File: config.mk
export PLATFORM = sky130hd
export DESIGN_NAME = sss_generator
export DESIGN_NICKNAME = d
export VERILOG_FILES = /design/src/rtl/sss_pkg.sv /design/src/rtl/sss_mindex.sv /design/src/rtl/sss_generator.sv
export SDC_FILE = /design/constraint.sdc
export NUM_CORES = 1
export LEC_CHECK = 0
export CAP_MARGIN = 20
export CORE_ASPECT_RATIO = 1.2
export CORE_MARGIN = 8
export CORE_UTILIZATION = 40
export CTS_CLUSTER_DIAMETER = 60
export CTS_CLUSTER_SIZE = 20
export DETAILED_ROUTE_END_ITERATION = 10
export PLACE_DENSITY_LB_ADDON = 0.2
export SYNTH_ARGS = -nofsm -noshare
export SYNTH_HDL_FRONTEND = slang
export SYNTH_SLANG_ARGS = --single-unit
File: constraint.sdc
create_clock -name i_clk -period 8.88 [get_ports i_clk]
set_input_delay 1.776 -clock i_clk [delete_from_list [all_inputs] [get_ports i_clk]]
set_output_delay 1.776 -clock i_clk [all_outputs]
set_load 0.05 [all_outputs]
File: src/rtl/sss_pkg.sv
// rtl/sss_pkg.sv - shared constants, state types and helpers for the SSS generator
package sss_pkg;

    localparam int SEQ_LEN  = 31;
    localparam int NID1_MAX = 167;

    // x(0..3)=0, x(4)=1; bit j of an LFSR window holds x(i+j)
    localparam logic [4:0] LFSR_SEED = 5'b10000;

    // Window taps producing x(i+5) for the s, c and z recurrences
    localparam logic [4:0] TAP_S = 5'b00101;
    localparam logic [4:0] TAP_C = 5'b01001;
    localparam logic [4:0] TAP_Z = 5'b10111;

    // Reference tables, bit i = x(i) (0 <=> +1, 1 <=> -1)
    localparam logic [30:0] GOLD_S = 31'b1010111_0110_0011_1110_0110_1001_0000;
    localparam logic [30:0] GOLD_C = 31'b1001011_0011_1110_0011_0111_0101_0000;
    localparam logic [30:0] GOLD_Z = 31'b1101010_0100_0101_1111_0110_0111_0000;

    typedef enum logic [1:0] {
        IDLE,
        GEN,
        BUILD
    } sss_state_t;

    typedef enum logic [2:0] {
        MI_IDLE,
        MI_QP,
        MI_Q,
        MI_M,
        MI_DONE
    } mindex_state_t;

    // Triangular number q(q+1)/2 without a multiplier
    function automatic logic [4:0] tri_num(input logic [2:0] q);
        logic [4:0] r;
        case (q)
            3'd0:    r = 5'd0;
            3'd1:    r = 5'd1;
            3'd2:    r = 5'd3;
            3'd3:    r = 5'd6;
            3'd4:    r = 5'd10;
            3'd5:    r = 5'd15;
            3'd6:    r = 5'd21;
            default: r = 5'd28;
        endcase
        return r;
    endfunction

    // Single compare-and-subtract reduction mod 31, valid for sums up to 61
    function automatic logic [4:0] wrap31(input logic [5:0] sum);
        logic [5:0] r;
        r = (sum >= 6'd31) ? (sum - 6'd31) : sum;
        return r[4:0];
    endfunction

endpackage

File: src/rtl/sss_mindex.sv
// rtl/sss_mindex.sv - sequential subtractor deriving the m0/m1 cyclic shifts from N_ID_1
module sss_mindex
    import sss_pkg::*;
(
    input  logic       i_clk,
    input  logic       i_reset,
    input  logic       i_start,
    input  logic [7:0] i_n_id_1,
    output logic [4:0] o_m0,
    output logic [4:0] o_m1,
    output logic       o_valid
);

    mindex_state_t r_state;
    mindex_state_t w_state_next;
    logic [7:0]    r_n1;
    logic [7:0]    r_rem;
    logic [7:0]    w_rem_next;
    logic [2:0]    r_quo;
    logic [2:0]    w_quo_next;
    logic [4:0]    r_m0;
    logic [4:0]    r_m1;
    logic [4:0]    w_m0_next;
    logic [4:0]    w_m1_next;
    logic [7:0]    w_divisor;
    logic          w_ge;
    logic [7:0]    w_rem_sub;
    logic [2:0]    w_quo_inc;
    logic [5:0]    w_m1_sum;

    // One subtraction per cycle; a phase ends on the cycle its remainder drops below the divisor
    always_comb begin
        w_state_next = r_state;
        w_rem_next   = r_rem;
        w_quo_next   = r_quo;
        w_m0_next    = r_m0;
        w_m1_next    = r_m1;
        w_m1_sum     = 6'd0;
        w_divisor    = (r_state == MI_M) ? 8'd31 : 8'd30;
        w_ge         = (r_rem >= w_divisor);
        w_rem_sub    = w_ge ? (r_rem - w_divisor) : r_rem;
        w_quo_inc    = r_quo + {2'b00, w_ge};
        if (i_start) begin
            w_state_next = MI_QP;
            w_rem_next   = i_n_id_1;
            w_quo_next   = 3'd0;
        end else begin
            case (r_state)
                MI_QP, MI_Q: begin
                    if (w_rem_sub < 8'd30) begin
                        w_state_next = (r_state == MI_QP) ? MI_Q : MI_M;
                        w_rem_next   = r_n1 + {3'b000, tri_num(w_quo_inc)};
                        w_quo_next   = 3'd0;
                    end else begin
                        w_rem_next = w_rem_sub;
                        w_quo_next = w_quo_inc;
                    end
                end
                MI_M: begin
                    if (w_rem_sub < 8'd31) begin
                        w_m0_next    = w_rem_sub[4:0];
                        w_m1_sum     = {1'b0, w_rem_sub[4:0]} + {3'b000, w_quo_inc} + 6'd1;
                        w_m1_next    = wrap31(w_m1_sum);
                        w_state_next = MI_DONE;
                    end else begin
                        w_rem_next = w_rem_sub;
                        w_quo_next = w_quo_inc;
                    end
                end
                default: ;
            endcase
        end
    end

    // Phase, remainder, quotient and result registers
    always_ff @(posedge i_clk) begin
        if (i_reset) begin
            r_state <= MI_IDLE;
            r_n1    <= 8'd0;
            r_rem   <= 8'd0;
            r_quo   <= 3'd0;
            r_m0    <= 5'd0;
            r_m1    <= 5'd0;
        end else begin
            r_state <= w_state_next;
            r_rem   <= w_rem_next;
            r_quo   <= w_quo_next;
            r_m0    <= w_m0_next;
            r_m1    <= w_m1_next;
            if (i_start) begin
                r_n1 <= i_n_id_1;
            end
        end
    end

    assign o_m0    = r_m0;
    assign o_m1    = r_m1;
    assign o_valid = (r_state == MI_DONE);

endmodule

File: src/rtl/sss_generator.sv
// rtl/sss_generator.sv - LTE secondary synchronisation signal generator (62-bit d(0..61))
module sss_generator
    import sss_pkg::*;
(
    input  logic        i_clk,
    input  logic        i_reset,
    input  logic        i_start,
    input  logic [7:0]  i_n_id_1,
    input  logic [1:0]  i_n_id_2,
    input  logic        i_subframe5,
    output logic        o_busy,
    output logic        o_done,
    output logic        o_err,
    output logic [4:0]  o_m0,
    output logic [4:0]  o_m1,
    output logic [61:0] o_sss_out
);

    sss_state_t  r_state;
    sss_state_t  w_state_next;
    logic        r_busy;
    logic        r_done;
    logic        r_err;
    logic        r_err_pend;
    logic        r_finish;
    logic [4:0]  r_m0;
    logic [4:0]  r_m1;
    logic [61:0] r_sss;
    logic [61:0] r_shadow;
    logic [1:0]  r_n2;
    logic        r_sf5;
    logic [4:0]  r_cnt;
    logic [4:0]  r_xs;
    logic [4:0]  r_xc;
    logic [4:0]  r_xz;
    logic [30:0] r_tab_s;
    logic [30:0] r_tab_c;
    logic [30:0] r_tab_z;

    logic        w_accept;
    logic        w_illegal;
    logic        w_mi_start;
    logic [4:0]  w_mi_m0;
    logic [4:0]  w_mi_m1;
    logic        w_mi_valid;
    logic        w_build_step;
    logic        w_xs_new;
    logic        w_xc_new;
    logic        w_xz_new;
    logic [4:0]  w_idx_s0;
    logic [4:0]  w_idx_s1;
    logic [4:0]  w_idx_c0;
    logic [4:0]  w_idx_c1;
    logic [4:0]  w_idx_za;
    logic [4:0]  w_idx_zb;
    logic        w_s0;
    logic        w_s1;
    logic        w_c0;
    logic        w_c1;
    logic        w_za;
    logic        w_zb;
    logic        w_d_even;
    logic        w_d_odd;

    // A start is only taken in IDLE while no run or error response is outstanding
    assign w_accept     = (r_state == IDLE) && i_start && !r_busy;
    assign w_illegal    = (i_n_id_1 > 8'(NID1_MAX)) || (i_n_id_2 == 2'd3);
    assign w_mi_start   = w_accept && !w_illegal;
    assign w_build_step = (r_state == BUILD) && w_mi_valid;

    sss_mindex u_mindex (
        .i_clk    (i_clk),
        .i_reset  (i_reset),
        .i_start  (w_mi_start),
        .i_n_id_1 (i_n_id_1),
        .o_m0     (w_mi_m0),
        .o_m1     (w_mi_m1),
        .o_valid  (w_mi_valid)
    );

    // Next-state logic: GEN and BUILD each last 31 cycles counted by r_cnt
    always_comb begin
        w_state_next = r_state;
        case (r_state)
            IDLE:    if (w_mi_start) w_state_next = GEN;
            GEN:     if (r_cnt == 5'd30) w_state_next = BUILD;
            BUILD:   if (w_build_step && (r_cnt == 5'd30)) w_state_next = IDLE;
            default: w_state_next = IDLE;
        endcase
    end

    // LFSR feedback and the per-n table lookups, all indices reduced mod 31
    always_comb begin
        w_xs_new = ^(r_xs & TAP_S);
        w_xc_new = ^(r_xc & TAP_C);
        w_xz_new = ^(r_xz & TAP_Z);
        w_idx_s0 = wrap31({1'b0, r_cnt} + {1'b0, w_mi_m0});
        w_idx_s1 = wrap31({1'b0, r_cnt} + {1'b0, w_mi_m1});
        w_idx_c0 = wrap31({1'b0, r_cnt} + {4'b0000, r_n2});
        w_idx_c1 = wrap31({1'b0, r_cnt} + {4'b0000, r_n2} + 6'd3);
        w_idx_za = wrap31({1'b0, r_cnt} + {3'b000, w_mi_m0[2:0]});
        w_idx_zb = wrap31({1'b0, r_cnt} + {3'b000, w_mi_m1[2:0]});
        w_s0     = r_tab_s[w_idx_s0];
        w_s1     = r_tab_s[w_idx_s1];
        w_c0     = r_tab_c[w_idx_c0];
        w_c1     = r_tab_c[w_idx_c1];
        w_za     = r_tab_z[w_idx_za];
        w_zb     = r_tab_z[w_idx_zb];
        if (r_sf5) begin
            w_d_even = w_s1 ^ w_c0;
            w_d_odd  = w_s0 ^ w_c1 ^ w_zb;
        end else begin
            w_d_even = w_s0 ^ w_c0;
            w_d_odd  = w_s1 ^ w_c1 ^ w_za;
        end
    end

    // State register
    always_ff @(posedge i_clk) begin
        if (i_reset) begin
            r_state <= IDLE;
        end else begin
            r_state <= w_state_next;
        end
    end

    // Capture, table generation, shadow build and the done/err handshake
    always_ff @(posedge i_clk) begin
        if (i_reset) begin
            r_busy     <= 1'b0;
            r_done     <= 1'b0;
            r_err      <= 1'b0;
            r_err_pend <= 1'b0;
            r_finish   <= 1'b0;
            r_m0       <= 5'd0;
            r_m1       <= 5'd0;
            r_sss      <= 62'd0;
            r_shadow   <= 62'd0;
            r_n2       <= 2'd0;
            r_sf5      <= 1'b0;
            r_cnt      <= 5'd0;
            r_xs       <= LFSR_SEED;
            r_xc       <= LFSR_SEED;
            r_xz       <= LFSR_SEED;
            r_tab_s    <= 31'd0;
            r_tab_c    <= 31'd0;
            r_tab_z    <= 31'd0;
        end else begin
            r_done <= 1'b0;

            if (w_accept) begin
                r_busy     <= 1'b1;
                r_err_pend <= w_illegal;
                r_n2       <= i_n_id_2;
                r_sf5      <= i_subframe5;
                r_cnt      <= 5'd0;
                r_xs       <= LFSR_SEED;
                r_xc       <= LFSR_SEED;
                r_xz       <= LFSR_SEED;
            end

            // Illegal inputs answer one cycle after capture, leaving results untouched
            if (r_err_pend) begin
                r_err_pend <= 1'b0;
                r_done     <= 1'b1;
                r_err      <= 1'b1;
                r_busy     <= 1'b0;
            end

            // Oldest bit x(i) falls out of the window into the top of each table;
            // after 31 shifts table bit i holds x(i)
            if (r_state == GEN) begin
                r_xs    <= {w_xs_new, r_xs[4:1]};
                r_xc    <= {w_xc_new, r_xc[4:1]};
                r_xz    <= {w_xz_new, r_xz[4:1]};
                r_tab_s <= {r_xs[0], r_tab_s[30:1]};
                r_tab_c <= {r_xc[0], r_tab_c[30:1]};
                r_tab_z <= {r_xz[0], r_tab_z[30:1]};
                r_cnt   <= (r_cnt == 5'd30) ? 5'd0 : (r_cnt + 5'd1);
            end

            // Pairs enter at the top, so pair n=0 ends up at bits 1:0
            if (w_build_step) begin
                r_shadow <= {w_d_odd, w_d_even, r_shadow[61:2]};
                r_cnt    <= (r_cnt == 5'd30) ? 5'd0 : (r_cnt + 5'd1);
                if (r_cnt == 5'd30) begin
                    r_finish <= 1'b1;
                end
            end

            if (r_finish) begin
                r_finish <= 1'b0;
                r_done   <= 1'b1;
                r_err    <= 1'b0;
                r_busy   <= 1'b0;
                r_sss    <= r_shadow;
                r_m0     <= w_mi_m0;
                r_m1     <= w_mi_m1;
            end
        end
    end

    assign o_busy    = r_busy;
    assign o_done    = r_done;
    assign o_err     = r_err;
    assign o_m0      = r_m0;
    assign o_m1      = r_m1;
    assign o_sss_out = r_sss;

endmodule

==> metrics.cfg <==
[outcome]
outcome = completed

[synth]
async_flop_share_pct = 0
avgSynthCellArea_sq_um = 8.03
ys_top_cells_by_area = dfxtp_1 (37%), nand2_1 (10%), a21oi_1 (7.9%), mux2i_1 (7.7%), nor2_1 (3.9%)
synth_edf_count = 0
yosys.area.top_type = dfxtp_1
mappedNetlistArea_sq_um = 15400
synth_seq_area_share_pct = 37.5
synth_nets = 1977
ys_ff_latch = 289
synth_cells = 1923
synth_top_area_share_pct = 37.5
synth_ff_type = dfxtp_1
ys_warn_count = 0
ys_types = 105

[placed_design]
io_buffer_count = 88
gp_congestion = 0.893
dp_slack_ns = 3.98
postPlaceCellArea_sq_um = 16500
dp.cells = 2385
place_hpwl_mm = 28.4

[floorplanning]
core-area_sq_um = 38500
die_area_sq_um = 45200
die_x_um = 195
rows = 79
fp.dieH_um = 231
start_util_pct = 40.1
ios = 89

[final_layout]
final_common_cell = nand2_1
insertedDiodeCount = 0
finalNonFillerCells = 2431
finish.utilization_pct = 45.4
design_area_sq_um = 17500
seq_area_sq_um = 5790
final_cell_mix = nand2_1 (412), dfxtp_1 (288), a21oi_1 (245)
fill_cells = 3781
nets = 1981
multi_input_area_sq_um = 8990
area_growth_pct = 13.1
drive_gt1_share_pct = 6.58

[timing]
rsz0062_at_grt = false
hold_viol_final = 0
report.final.slew_viol_count = 0
final.setup.tns_ns = 0
setup_ws_ns = 3.96
whs_ns = 0.456
setup_violations = 0
period_share_pct = 55.5
tightest_slew_ns = 0.982
slew_headroom_pct = 34.5
fin_crit_ns = 4.92
max_freq_mhz = 203
fin_worst_skew_ns = 0.0206

[clock_network]
cts_tree = done
clock_path_buffers = 3
numClockSinks = 289
post-cts-setup-buffer-count = 0
cts-htree-levels = 1
numCtsBuffers = 25
cts_resized = 0
ctsHoldBuffers = 0
clk_pin_slew_ns = 0.08
cts_root_buf = clkbuf_16
clkLatencyLatePin_ns = 0.56

[critical_path]
start_kind = flip-flop
worstRegToRegCells = 14
critPathRequiredTime_ns = 9.33
cp_slowest_cell = fa_1
cp-end-kind = flip-flop
reg2reg_slack_ns = 3.96
cp_cell_sequence = ha_1 > fa_1 > ha_1 > o211a_1 > a31oi_1 > a211oi_4 > mux4_2 > nor2_1 > a21oi_1 > and4_1 > nor4_2 > xor2_1 > xnor2_1 > o211a_1
rr_endpoint = r_shadow[61]
arrival_ns = 5.37
crit_type = reg2reg
slowest_delay_ns = 0.70
regToRegStartpoint = r_cnt[0]
cp_max_fo = 12

[routing]
drc = 0
drt_iter0_markers = 963
via_per_inst = 5.63
wirelength_mm = 41.5
wl_per_cell_um = 17.1
vias = 13700
antenna_left = 0
detail_route.first_pass.iterations = 5

[grt]
grt_pass1_vias = 12800
grt_pass1_wl_mm = 67.2
antenna_found_initial = 1
globalRouteOverflowTotal = 0
grt_start_max_net_pins = 112
track_usage_pct = 17.6

[power_and_ir_drop]
leakagePower_nw = 5.94
p_total_mw = 2.85
powerDensity_nw_per_um2 = 163
vdd_drop_max_mv = 0.159

[min_path]
hp-class = reg2reg
hold_path_startpoint = r_shadow[1]
hold_depth = 2
holdPathEnd = r_shadow[1]

[job]
drv_cap = 0

## logic make-up (layout without fill, tap and decap cells)
logic type	Yosys count	in the layout	synth area share, %
mux	139	139	9.94
simple gates	748	748	20.9
xor+xnor	43	43	2.85
buf+inv	167	189	4.42
compound gates	495	495	20.8
fa+ha+maj	42	42	3.62
flops	289	289	37.5
## final cells by class
cell class	count	area share, %
clock inverter	17	1.39
tap	486	3.48
sequential	289	33.2
timing repair buffer	101	5.85
clock buffer	28	3.71
multi-input combinational	1467	51.5
inverter	43	0.924
## worst max-delay path: cells and delay by family, from the launching register on
| kind | cells | cell delay [ns] |
|---|---|---|
| and+or+nand+nor | 3 | 0.46 |
| DFF | 1 | 0.40 |
| adders and majority gates | 3 | 1.44 |
| AOI/OAI and AO/OA | 5 | 1.49 |
| muxes | 1 | 0.57 |
| xor gates and xnor gates | 2 | 0.42 |
## cells in the mapped netlist (all sizes together) (7+ instances only)
cell type and count:
xor2 18, nor2b 17, o22ai 13, mux2i 118, a21o 15, nor2 160
a21oi 248, o221ai 9, nand2b 11, dfxtp 289, buf 29, nand2 412
nand3 46, a211oi 19, o211ai 20, clkbuf 95, nor4 12, a31oi 13
and3 16, nor3 33, mux2 11, ha 35, xnor2 24, inv 43
mux4 10, o21ai 60, a211o 7
## worst max-delay path by stage
stage / start / endpoint / depth (start not counted)
floorplan: u_mindex.r_state[0] / u_mindex.r_rem[7] / 26
global placement: i_start / u_mindex.o_m0[0] / 8
detailed placement: i_start / u_mindex.o_m1[1] / 8
CTS: r_cnt[0] / r_shadow[61] / 14
global route: u_mindex.r_state[0] / u_mindex.r_rem[7] / 25
finish: r_cnt[0] / r_shadow[61] / 14
## sequential cells by signal, indices dropped and copies added, names as in the netlist, 8 cells and up
signal and cells:
o_sss_out 62, r_shadow 62, r_tab_c 31, r_tab_s 31, r_tab_z 31, u_mindex.r_n1 8, u_mindex.r_rem 8
## layer usage
metal  up-vias  GRT usage, %  wire [um]
met1      6518          21.3      18000
met5         -             0          0
li1       6801             -          -
met4         0          7.23       1590
met2       281          29.5      19300
met3        81          4.59       2590
## report_power, final
| group | switching, mW | internal, mW |
|---|---|---|
| logic | 0.222 | 0.121 |
| clock network | 0.560 | 0.617 |
| registers | 0.0174 | 1.31 |
| total | 0.800 | 2.05 |
Note: power is estimated with default switching activity, not from simulation.
